`config.mk`:
```
export PLATFORM = sky130hd
export DESIGN_NAME = pci_bus_arbiter
export DESIGN_NICKNAME = d
export VERILOG_FILES = /design/src/rtl/pci_pkg.sv /design/src/rtl/pci_rr_picker.sv /design/src/rtl/pci_bus_arbiter.sv
export SDC_FILE = /design/constraint.sdc
export NUM_CORES = 1
export LEC_CHECK = 0
export CELL_PAD_IN_SITES_DETAIL_PLACEMENT = 1
export CELL_PAD_IN_SITES_GLOBAL_PLACEMENT = 2
export CORE_UTILIZATION = 36
export CTS_CLUSTER_DIAMETER = 80
export DETAILED_ROUTE_END_ITERATION = 7
export PLACE_DENSITY = 0.82
export SLEW_MARGIN = 20
export SYNTH_ARGS = -nofsm -noshare
export SYNTH_HDL_FRONTEND = slang
export SYNTH_SLANG_ARGS = --single-unit
```
`constraint.sdc`:
```
create_clock -name clk -period 6.27 [get_ports clk]
set_input_delay 1.881 -clock clk [delete_from_list [all_inputs] [get_ports clk]]
set_output_delay 1.881 -clock clk [all_outputs]
set_load 0.005 [all_outputs]
```
`src/rtl/pci_pkg.sv`:
```
// Shared definitions for the central PCI bus arbiter: FSM states and active-low signal levels.
package pci_pkg;

  typedef enum logic [1:0] {
    ST_PARK,
    ST_GAP,
    ST_GRANT,
    ST_BUSY
  } arb_state_e;

  localparam logic ASSERTED   = 1'b0;
  localparam logic DEASSERTED = 1'b1;

endpackage

```
`src/rtl/pci_rr_picker.sv`:
```
// Combinational round-robin picker: first active-low request at or after ptr, wrapping modulo N_MASTERS.
module pci_rr_picker
  import pci_pkg::*;
#(
  parameter int unsigned N_MASTERS = 4
) (
  input  logic [N_MASTERS-1:0]         req,
  input  logic [$clog2(N_MASTERS)-1:0] ptr,
  output logic                         valid,
  output logic [$clog2(N_MASTERS)-1:0] winner
);

  localparam int unsigned IW = $clog2(N_MASTERS);

  logic [IW:0] slot;

  // One spare bit lets ptr+k exceed N-1 before the single wrap subtraction.
  always_comb begin
    valid  = 1'b0;
    winner = '0;
    slot   = '0;
    for (int unsigned k = 0; k < N_MASTERS; k++) begin
      slot = {1'b0, ptr} + (IW+1)'(k);
      if (slot >= (IW+1)'(N_MASTERS)) slot = slot - (IW+1)'(N_MASTERS);
      if (!valid && req[slot[IW-1:0]] == ASSERTED) begin
        valid  = 1'b1;
        winner = slot[IW-1:0];
      end
    end
  end

endmodule

```
`src/rtl/pci_bus_arbiter.sv`:
```
// Central PCI arbiter: round-robin grant, bus parking, grant timeout and hidden arbitration.
module pci_bus_arbiter
  import pci_pkg::*;
#(
  parameter int unsigned N_MASTERS   = 4,
  parameter int unsigned PARK_MASTER = 0,
  parameter int unsigned GNT_TIMEOUT = 16
) (
  input  logic                         clk,
  input  logic                         rst,
  input  logic [N_MASTERS-1:0]         req,
  input  logic                         frame,
  input  logic                         irdy,
  output logic [N_MASTERS-1:0]         gnt,
  output logic [$clog2(N_MASTERS)-1:0] owner,
  output logic                         busy
);

  localparam int unsigned   IW       = $clog2(N_MASTERS);
  localparam int unsigned   CW       = $clog2(GNT_TIMEOUT + 1);
  localparam logic [IW-1:0] PARK_IDX = IW'(PARK_MASTER);
  localparam logic [CW-1:0] TMAX     = CW'(GNT_TIMEOUT);

  arb_state_e           state_q, state_d;
  logic [N_MASTERS-1:0] gnt_d, own_mask;
  logic [IW-1:0]        owner_d, rr_q, rr_d, owner_inc, pick_idx;
  logic [CW-1:0]        tcnt_q, tcnt_d, tcnt_inc;
  logic                 busy_d, idle_q, bus_idle, start, pick_valid, other_req;

  function automatic logic [N_MASTERS-1:0] grant_vec(input logic [IW-1:0] idx);
    grant_vec      = '1;
    grant_vec[idx] = ASSERTED;
  endfunction

  pci_rr_picker #(.N_MASTERS(N_MASTERS)) u_picker (
    .req    (req),
    .ptr    (rr_q),
    .valid  (pick_valid),
    .winner (pick_idx)
  );

  assign bus_idle  = frame & irdy;
  // A transaction starts only when FRAME# falls after an idle edge, so a hidden-arbitration
  // grantee never mistakes the previous owner's running transfer for its own start.
  assign start     = (frame == ASSERTED) && idle_q;
  assign owner_inc = (owner == IW'(N_MASTERS - 1)) ? '0 : owner + IW'(1);
  assign tcnt_inc  = (tcnt_q == TMAX) ? tcnt_q : tcnt_q + CW'(1);
  assign other_req = |(~req & ~own_mask);

  always_comb begin
    own_mask        = '0;
    own_mask[owner] = 1'b1;
  end

  always_comb begin
    state_d = state_q;
    gnt_d   = '1;
    owner_d = owner;
    rr_d    = rr_q;
    tcnt_d  = tcnt_q;
    unique case (state_q)
      ST_PARK: begin
        gnt_d   = grant_vec(PARK_IDX);
        owner_d = PARK_IDX;
        if (start) begin
          state_d = ST_BUSY;
        end else if (pick_valid) begin
          if (pick_idx == PARK_IDX) begin
            state_d = ST_GRANT;
            tcnt_d  = '0;
          end else begin
            state_d = ST_GAP;
            gnt_d   = '1;
          end
        end
      end
      ST_GAP: begin
        if (pick_valid) begin
          state_d = ST_GRANT;
          owner_d = pick_idx;
          gnt_d   = grant_vec(pick_idx);
          tcnt_d  = '0;
        end else begin
          state_d = ST_PARK;
          owner_d = PARK_IDX;
          gnt_d   = grant_vec(PARK_IDX);
        end
      end
      ST_GRANT: begin
        gnt_d = grant_vec(owner);
        if (start) begin
          state_d = ST_BUSY;
          rr_d    = owner_inc;
        end else if (req[owner] == DEASSERTED) begin
          state_d = ST_GAP;
          gnt_d   = '1;
        end else if (bus_idle) begin
          tcnt_d = tcnt_inc;
          if (tcnt_inc == TMAX) begin
            state_d = ST_GAP;
            gnt_d   = '1;
            rr_d    = owner_inc;
          end
        end
      end
      ST_BUSY: begin
        gnt_d = grant_vec(owner);
        if (other_req || (bus_idle && owner != PARK_IDX)) begin
          state_d = ST_GAP;
          gnt_d   = '1;
        end else if (bus_idle) begin
          state_d = ST_PARK;
        end
      end
      default: state_d = ST_PARK;
    endcase
  end

  assign busy_d = (state_d == ST_BUSY);

  always_ff @(posedge clk or negedge rst) begin
    if (!rst) begin
      state_q <= ST_PARK;
      gnt     <= '1;
      owner   <= PARK_IDX;
      busy    <= 1'b0;
      rr_q    <= '0;
      tcnt_q  <= '0;
      idle_q  <= 1'b1;
    end else begin
      state_q <= state_d;
      gnt     <= gnt_d;
      owner   <= owner_d;
      busy    <= busy_d;
      rr_q    <= rr_d;
      tcnt_q  <= tcnt_d;
      idle_q  <= bus_idle;
    end
  end

endmodule

```
* Word-level counts from Yosys, hierarchy flattened *
Cells that the tools add are included.

operators by class
  shift-type cells = 0
  equality and inequality tests = 15
  magnitude comparators = 12
  divide/modulo/power cells = 0
  multiplexer cells = 63
  bitwise operators = 9
  multiply operators = 0
  add/subtract/negate cells = 9
  reduce and logical (&&, ||, !) cells = 20

operators by type and width
  kind                                                 number
  two-way mux 2 bit                                    24
  two-way mux 5 bit                                    8
  two-way mux 4 bit                                    6
  < comparator 2 x 3 -> 1 bit, second input constant   6
  != test 2 bit, second input constant                 8
  case mux 4 bit (4 select lines)                      1
  case mux 5 bit (3 select lines)                      1
  two-way mux 1 bit                                    14
  NOT 4 bit                                            3
  binary-select mux 1 bit (select 2 bit)               5
  == test 5 bit, second input constant                 2
  >= comparator 3 bit, second input constant           3
  == test 2 bit, second input constant                 4
  case mux 2 bit (4 select lines)                      1
  AND reduction 8 bit                                  1
  nonzero test 2 bit                                   4
  subtractor 2 x 1 -> 2 bit, second input constant     4
  logical AND 1 bit                                    7
  adder 2 x 2 -> 3 bit, second input constant          2
  adder 5 x 1 -> 5 bit, second input constant          1
  bitwise AND 4 bit                                    1
  demux 1 bit (select 2 bit)                           2
  >= comparator 2 x 1 -> 1 bit, second input constant  2
  zero test 2 bit                                      2
  12 further kinds                                     16

storage, ports and cells
  bits in read-only memories = 0
  bits in latches = 0
  input bits = 8
  bits in writable memories = 0
  memories = 0
  register bits = 17
  logic and storage cells = 135

* Longest topological paths before layout *
Gate-level depths: netlist of the first run.

  word-level depth = 21
  depth in mapped cells = 8
  depth with buffers taken out = 8

* Cells and area by module *
A second synthesis of the first run with hierarchy kept.

unflattened totals
  cells, all modules = 152
  area total of the unflattened synthesis = 1,408.9 um2

modules (own cells, without submodules)
  module           area an instance (um2)  cells each  instances
  pci_bus_arbiter  1,318.8                 142         1
  pci_rr_picker    90.1                    10          1

* Worst setup path after synthesis of the first run *
No wires, ideal clock.

  path type = input to register
  start point = input port req[0]
  end point = register tcnt_q[3]
  path buffers = 1
  cell stages on the path = 7
  arrival time = 3.460 ns
  path slack = 2.741 ns
  cell sequence = buf_6 mux4_2 clkinv_1 nand2_2 a221o_1 or4_1 nand3_1

on the way
  word-level cells in the longest chain between the ends = 14
  elaborated cells on any way between the ends = 32
  those cells by class = 4 x eq/ne; 18 x mux; 3 x bitwise; 7 x reduce/logical

RTL lines
  element                                   line                    text
  start: declaration                        pci_bus_arbiter.sv:11   input logic [N_MASTERS-1:0] req,
  binary-select mux 1 bit (select 2 bit)    pci_rr_picker.sv:25     if (!valid && req[slot[IW-1:0]] == ASSERTED) begin
  two-way mux 1 bit (not written as such)   pci_rr_picker.sv:25
  NOT 1 bit                                 pci_rr_picker.sv:25
  logical AND 1 bit                         pci_rr_picker.sv:25
  two-way mux 1 bit                         pci_rr_picker.sv:25
  zero test 1 bit                           pci_rr_picker.sv:25
  logical AND 1 bit                         pci_rr_picker.sv:25
  two-way mux 1 bit                         pci_rr_picker.sv:25
  zero test 1 bit                           pci_rr_picker.sv:25
  logical AND 1 bit                         pci_rr_picker.sv:25
  two-way mux 2 bit                         pci_rr_picker.sv:25
  zero test 2 bit                           pci_bus_arbiter.sv:68   if (pick_idx == PARK_IDX) begin
  != test 2 bit (no source line)            n/a
  AND reduction 8 bit (no source line) (*)  n/a
  end signal: assignment                    pci_bus_arbiter.sv:136  tcnt_q <= tcnt_d;
  end: declaration                          pci_bus_arbiter.sv:27   logic [CW-1:0] tcnt_q, tcnt_d, tcnt_inc;

Mark *: on every way between the ends. The rest lies on a longest branch, timed or not. The select of a mux whose other input is x is not followed.
A chain may end at the register's enable or synchronous reset.

* Worst setup path after layout of the first run *
Same ends and word-level chain as after synthesis.

==> impl_results.md, run 1 <==
* Status: complete, no violations
* Clock period minus worst slack at 3870 ps
* Post-synth EDFFs at 0
* Post-route antenna net violation count at 0
* PD cells at 403 nW/um^2
* Worst-path clk slew at 100 ps
* Syn nets at 167
* Number of I/O port buffers at 14
* CTS Sinks at 17
* Most frequent cell after synthesis: o21ai_0
* 1st-pass router iterations at 4
* Final Cell Area at 1490 um^2
* Critical Path RT at 6510 ps
* Dpl cells at 202
* # fillers at 418
* Post-synth cell types at 49
* Synth area leaders: dfrtp_1, dfstp_2, ha_1, o21ai_0, inv_1
* Syn Area/Cell at 8.72 um^2
* Largest area contributor in the netlist: dfrtp_1
* Final slew viol count at 0
* Ratio of cells with drive above 1 in the final layout at 11.3%
* Crit-path cells: clkdlybuf4s50_1 > mux4_2 > clkinv_1 > nand2_2 > a221o_1 > or4_1 > nand3_1
* Number of synthesis warnings at 0
* Total CTS buffers at 3
* Area delta synth->final at 14.3%
* Met1 Track Usage GR at 27.1%
* Worst hold path type: reg2reg
* Clk buf depth at 2
* # resized after CTS at 0
* HPWL after DPL at 2.72 mm
* First-pass GRT wire length at 5.62 mm
* Pre-CTS WS at 2110 ps
* Post-route clock period utilization at 61.7%
* Slowest CP cell: clkdlybuf4s50_1
* Max FO, Critical Path at 10
* Final Hold Violating Endpoints at 0
* Critical Path Max Stage Delay at 580 ps
* Final TNS setup at 0 ps
* Register bit total from synthesis at 17
* Post-CTS Setup Bufs at 0
* Fin cells at 206
* CTS Hold Bufs at 0
* Worst-Margin Slew at 785 ps
* TritonCTS clock tree: done
* RSZ-0062 raised after global routing: false
* DR WL/cell at 16.8 um
* Post-Place Cell Area at 1460 um^2
* Post-route DRC at 0
* Total number of vias at 1182
* Setup crit end kind: flip-flop
* H-tree depth at 1
* Chip width at 62.1 um
* Fin nets at 179
* Clock Skews at 2.30 ps
* Boundary pin count at 15
* Netlist Area Pre-Place at 1300 um^2
* GRT Total Usage at 20.5%
* Post-synthesis sequential area ratio at 33.2%
* GR Util met3 at 2.48%
* Inserted Diodes at 0
* GPL Wtd Cong at 0.795
* Vias per cell at 5.74
* Setup crit start kind: input port
* Relative slew slack at 47.5%
* Final wirelength at 3.47 mm
* CTS root buf: clkbuf_4
* Commonest cells in the netlist: o21ai_0, dfrtp_1, inv_1
* Core area at 3390 um^2
* Clk_lat worst skew at 290 ps
* Met2 Resource Use GR at 35.3%
* Most used routing layer: met2
* Leak at 0.609 nW
* Die height at 62.1 um
* Critical path type: in2reg
* Full die area at 3860 um^2
* CP arrival at 4110 ps
* Largest net degree at the start of global routing at 18
* Synth Instances at 149
* Final setup vio count at 0
* Rows at 21
* Fin worst setup slack at 2400 ps
* Grt total ovfl at 0
* Fmax at 259 MHz
* Initial antenna violation count at 0
* Synth top area share at 23.1%
* Ys flop type: dfrtp_1
* Asr flop ratio synth at 100%
* Peak VDD IR at 0.177 mV
* Initial Utilization at 38.4%
* Max Cap Viol at 0
* Vias in the first global route at 1153
* Overall Power at 599 uW
* Initial drt markers at 30
[cell families after synthesis]
logic type / Yosys count / synth area share [%]
AO/OA/AOI/OAI: 52 / 28.0
XOR/XNOR: 2 / 1.35
adder cells (fa/ha/maj): 10 / 9.62
buffers and inverters: 20 / 6.64
flip-flops: 17 / 33.2
multiplexers: 4 / 4.33
AND/OR/NAND/NOR: 44 / 16.8
[state kept, by name, indices dropped and copies added, names as in the netlist]
name / count
rr_q: 2
busy: 1
state_q: 2
gnt: 4
owner: 2
idle_q: 1
tcnt_q: 5
[cell type report]
cell class	count	area, um^2	share of cell area, %
Multi-Input combinational cell	112	782	52.6
Sequential cell	17	432	29.0
Timing Repair Buffer	14	140	9.43
Tap cell	46	57.6	3.87
Inverter	13	48.8	3.28
Clock buffer	4	26.3	1.77
[critical path, delay by kind of cell]
kind,cells,cell delay [ps]
multiplexers,1,520
buffers and inverters,2,670
AND/OR/NAND/NOR,3,640
AO/OA/AOI/OAI,1,390
[cells in the final DEF (no fill, tap or decap), drive strengths merged, types with 4 or more instances in the layout]
master         netlist  layout
a31oi                5       5
clkdlybuf4s50        0      14
nand2               12      12
o211ai               6       6
nand3                4       4
clkbuf               4       4
o21ai               15      15
dfstp                5       5
a21oi                5       5
ha                  10      10
dfrtp               12      12
nor2                11      11
inv                 12      12
[where the power goes]
group	switching, mW	internal (mW)	leakage (nW)
registers	0.0367	0.153	0.209
clock network	0.0366	0.0248	0.0150
logic	0.191	0.157	0.385
[worst paths after layout]
| kind | start | to | slack, ps | cells past startpoint |
|---|---|---|---|---|
| min reg2reg | tcnt_q[4] | tcnt_q[4] | 610 | 1 |
| max | req[0] | tcnt_q[3] | 2400 | 7 |
| max reg2reg | tcnt_q[0] | gnt[0] | 4000 | 8 |
| min in group asynchronous | rst | busy | 2030 | 1 |
| min | tcnt_q[4] | tcnt_q[4] | 610 | 1 |
| max in group asynchronous | rst | tcnt_q[3] | 3750 | 1 |
[stage by stage]
stage          utilization, %  hold WS [ps]
2_1_floorplan               -           522
3_3_place_gp             43.1           581
3_5_place_dp             43.1           592
4_1_cts                  43.9           611
5_1_grt                  43.9           658
6_report                 43.9           611
[layer usage]
| layer | vias up | wire length [um] |
|---|---|---|
| met5 | - | 0 |
| met4 | 0 | 35 |
| met3 | 4 | 89 |
| met2 | 19 | 1640 |
| met1 | 592 | 1710 |
| li1 | 567 | - |
Note: power is estimated with default switching activity, not from simulation.
==> run 2: changes to the inputs <==
--- a/config.mk
+++ b/config.mk
@@ -7,10 +7,10 @@
 export LEC_CHECK = 0
 export CELL_PAD_IN_SITES_DETAIL_PLACEMENT = 1
 export CELL_PAD_IN_SITES_GLOBAL_PLACEMENT = 2
-export CORE_UTILIZATION = 36
+export CORE_UTILIZATION = 30
 export CTS_CLUSTER_DIAMETER = 80
 export DETAILED_ROUTE_END_ITERATION = 7
-export PLACE_DENSITY = 0.82
+export PLACE_DENSITY = 0.73
 export SLEW_MARGIN = 20
 export SYNTH_ARGS = -nofsm -noshare
 export SYNTH_HDL_FRONTEND = slang
==> constraint.sdc (replaced) <==
create_clock -name clk -period 3.43 [get_ports clk]
set_input_delay 1.029 -clock clk [delete_from_list [all_inputs] [get_ports clk]]
set_output_delay 1.029 -clock clk [all_outputs]
set_load 0.005 [all_outputs]
==> run 2 against run 1 <==
Core utilization decreased by 6.7 points. Register-to-register slack got worse by 2900 ps. Sequential cell count unchanged. Total power increased by 92%. Final cell count increased by 2.4%. Count of clock-buffer cells in the layout unchanged. Combinational power increased by 86%. Largest cell class unchanged. Highest routed layer unchanged.
==> impl_results.md, run 2 (synthesized netlist as in run 1, its figures left out) <==
* Final wirelength at 3.59 mm (+3.6%)
* H-tree depth at 1 (unchanged)
* DR WL/cell at 17.0 um (+1.1%)
* Clk_lat worst skew at 250 ps (-40 ps)
* Fin nets at 180 (+0.56%)
* CTS Sinks at 17 (unchanged)
* Chip width at 67.8 um (+9.2%)
* Number of I/O port buffers at 14 (unchanged)
* Final TNS setup at 0 ps (unchanged)
* Fmax at 333 MHz
* Post-CTS Setup Bufs at 0 (unchanged)
* # fillers at 506 (+21%)
* Peak VDD IR at 0.440 mV (+150%)
* Status: complete, no violations
* Worst hold path type: reg2reg
* Clock period minus worst slack at 3000 ps
* Final setup vio count at 0 (unchanged)
* Flop2flop setup slack at 1070 ps (-2930 ps)
* Worst-path clk slew at 70 ps (-30 ps)
* Initial drt markers at 60 (+100%)
* Max FO, Critical Path at 8 (-2)
* Die height at 67.8 um (+9.2%)
* Inserted Diodes at 0 (unchanged)
* Full die area at 4600 um^2 (+19%)
* Setup crit start kind: input port
* Clock Skews at 5.92 ps (+3.62 ps)
* Worst-Margin Slew at 828 ps (+43.6 ps)
* Boundary pin count at 15 (unchanged)
* GPL Wtd Cong at 0.803 (+1.1%)
* Vias per cell at 5.55 (-3.2%)
* CTS root buf: clkbuf_8
* Initial antenna violation count at 0 (unchanged)
* Relative slew slack at 44.6% (-2.9 points)
* GRT Total Usage at 17.8% (-2.8 points)
* TritonCTS clock tree: done
* Setup crit end kind: flip-flop
* Clk buf depth at 2 (unchanged)
* Top reg by flops: tcnt_q
* Ratio of cells with drive above 1 in the final layout at 11.8% (+0.55 points)
* Final slew viol count at 0 (unchanged)
* Pre-CTS WS at 172 ps (-1940 ps)
* Core area at 4090 um^2 (+21%)
* Area delta synth->final at 16.7%
* Final Hold Violating Endpoints at 0 (unchanged)
* HPWL after DPL at 2.86 mm (+5.1%)
* Critical Path RT at 3620 ps (-2890 ps)
* Post-route DRC at 0 (unchanged)
* Total CTS buffers at 3 (unchanged)
* CTS Hold Bufs at 0 (unchanged)
* Total number of vias at 1172 (-0.85%)
* Leak at 0.621 nW (+2.1%)
* Vias in the first global route at 1190 (+3.2%)
* RSZ-0062 raised after global routing: false
* Largest register FFs at 5 (unchanged)
* Critical path type: in2reg
* Initial Utilization at 31.8% (-6.5 points)
* Rows at 23 (+9.5%)
* Largest net degree at the start of global routing at 18 (unchanged)
* # resized after CTS at 0 (unchanged)
* 1st-pass router iterations at 4 (unchanged)
* Max Cap Viol at 0 (unchanged)
* Grt total ovfl at 0 (unchanged)
* Post-route clock period utilization at 87.5%
* Biggest regs: tcnt_q (5), gnt (4)
* Post-route antenna net violation count at 0 (unchanged)
* CP arrival at 3190 ps (-920 ps)
* First-pass GRT wire length at 5.94 mm (+5.6%)
* Most common cell after layout, fill and taps aside: o21ai_0
* Most frequent cells in the layout: o21ai_0, clkdlybuf4s50_1, inv_1, dfrtp_1
* Fin worst setup slack at 429 ps (-1970 ps)
* PD cells at 757 nW/um^2 (+88%)
## run 2: cell count changes in the layout (fill, tap and decap cells not counted), sizes merged
cell | previous run | this run
buf | 0 | 1
## run 2: worst paths after layout
kind / endpoint / depth (start not counted) / startpoint
hold reg to reg: tcnt_q[4] / 1 / tcnt_q[4]
setup reg to reg: gnt[0] / 8 / tcnt_q[0]
setup / recovery: tcnt_q[3] / 7 / req[2]
min in group asynchronous: tcnt_q[4] / 1 / rst
max in group asynchronous: state_q[1] / 1 / rst
hold / removal: tcnt_q[4] / 1 / tcnt_q[4]
## run 2: report_power, final
group	switching (mW)	leakage [nW]	internal, mW
Combinational	0.360	0.389	0.286
Clock	0.0744	0.0228	0.0825
Sequential	0.0645	0.209	0.281
Total	0.499	0.621	0.649
## run 2: stage by stage
stage	power [mW]	instance area, um^2	hold WS [ps]	std cells	util [%]
2_1_floorplan	0.778	1300	522	149	-
3_3_place_gp	0.982	1470	584	207	36.0
3_5_place_dp	1.00	1470	578	207	36.0
4_1_cts	1.16	1520	594	211	37.1
5_1_grt	1.25	1520	623	211	37.1
6_report	1.15	1520	585	211	37.1
## run 2: metal layers
layer  routed length [um]  share of wire [%]  global-route usage (%)
met1                 1790                 50                    23.6
met3                   70                1.9                    3.67
met5                    0                  0                       0
met4                   37                1.0                    4.69
met2                 1690                 47                    29.2
## run 2: final cells by class
type / count / area [um^2] / area share, %
multi-input combinational: 112 / 782 / 51.5
sequential: 17 / 432 / 28.4
timing repair buffer: 15 / 148 / 9.73
tap: 50 / 62.6 / 4.12
inverter: 13 / 48.8 / 3.22
clock buffer: 4 / 45.0 / 2.97
## run 2: critical path, stage by stage
cell and delay (ps):
clkdlybuf4s50_1 520, mux4_2 500, clkinv_1 80, nand2_2 70, a221o_1 390, or4_1 500, nand3_1 100
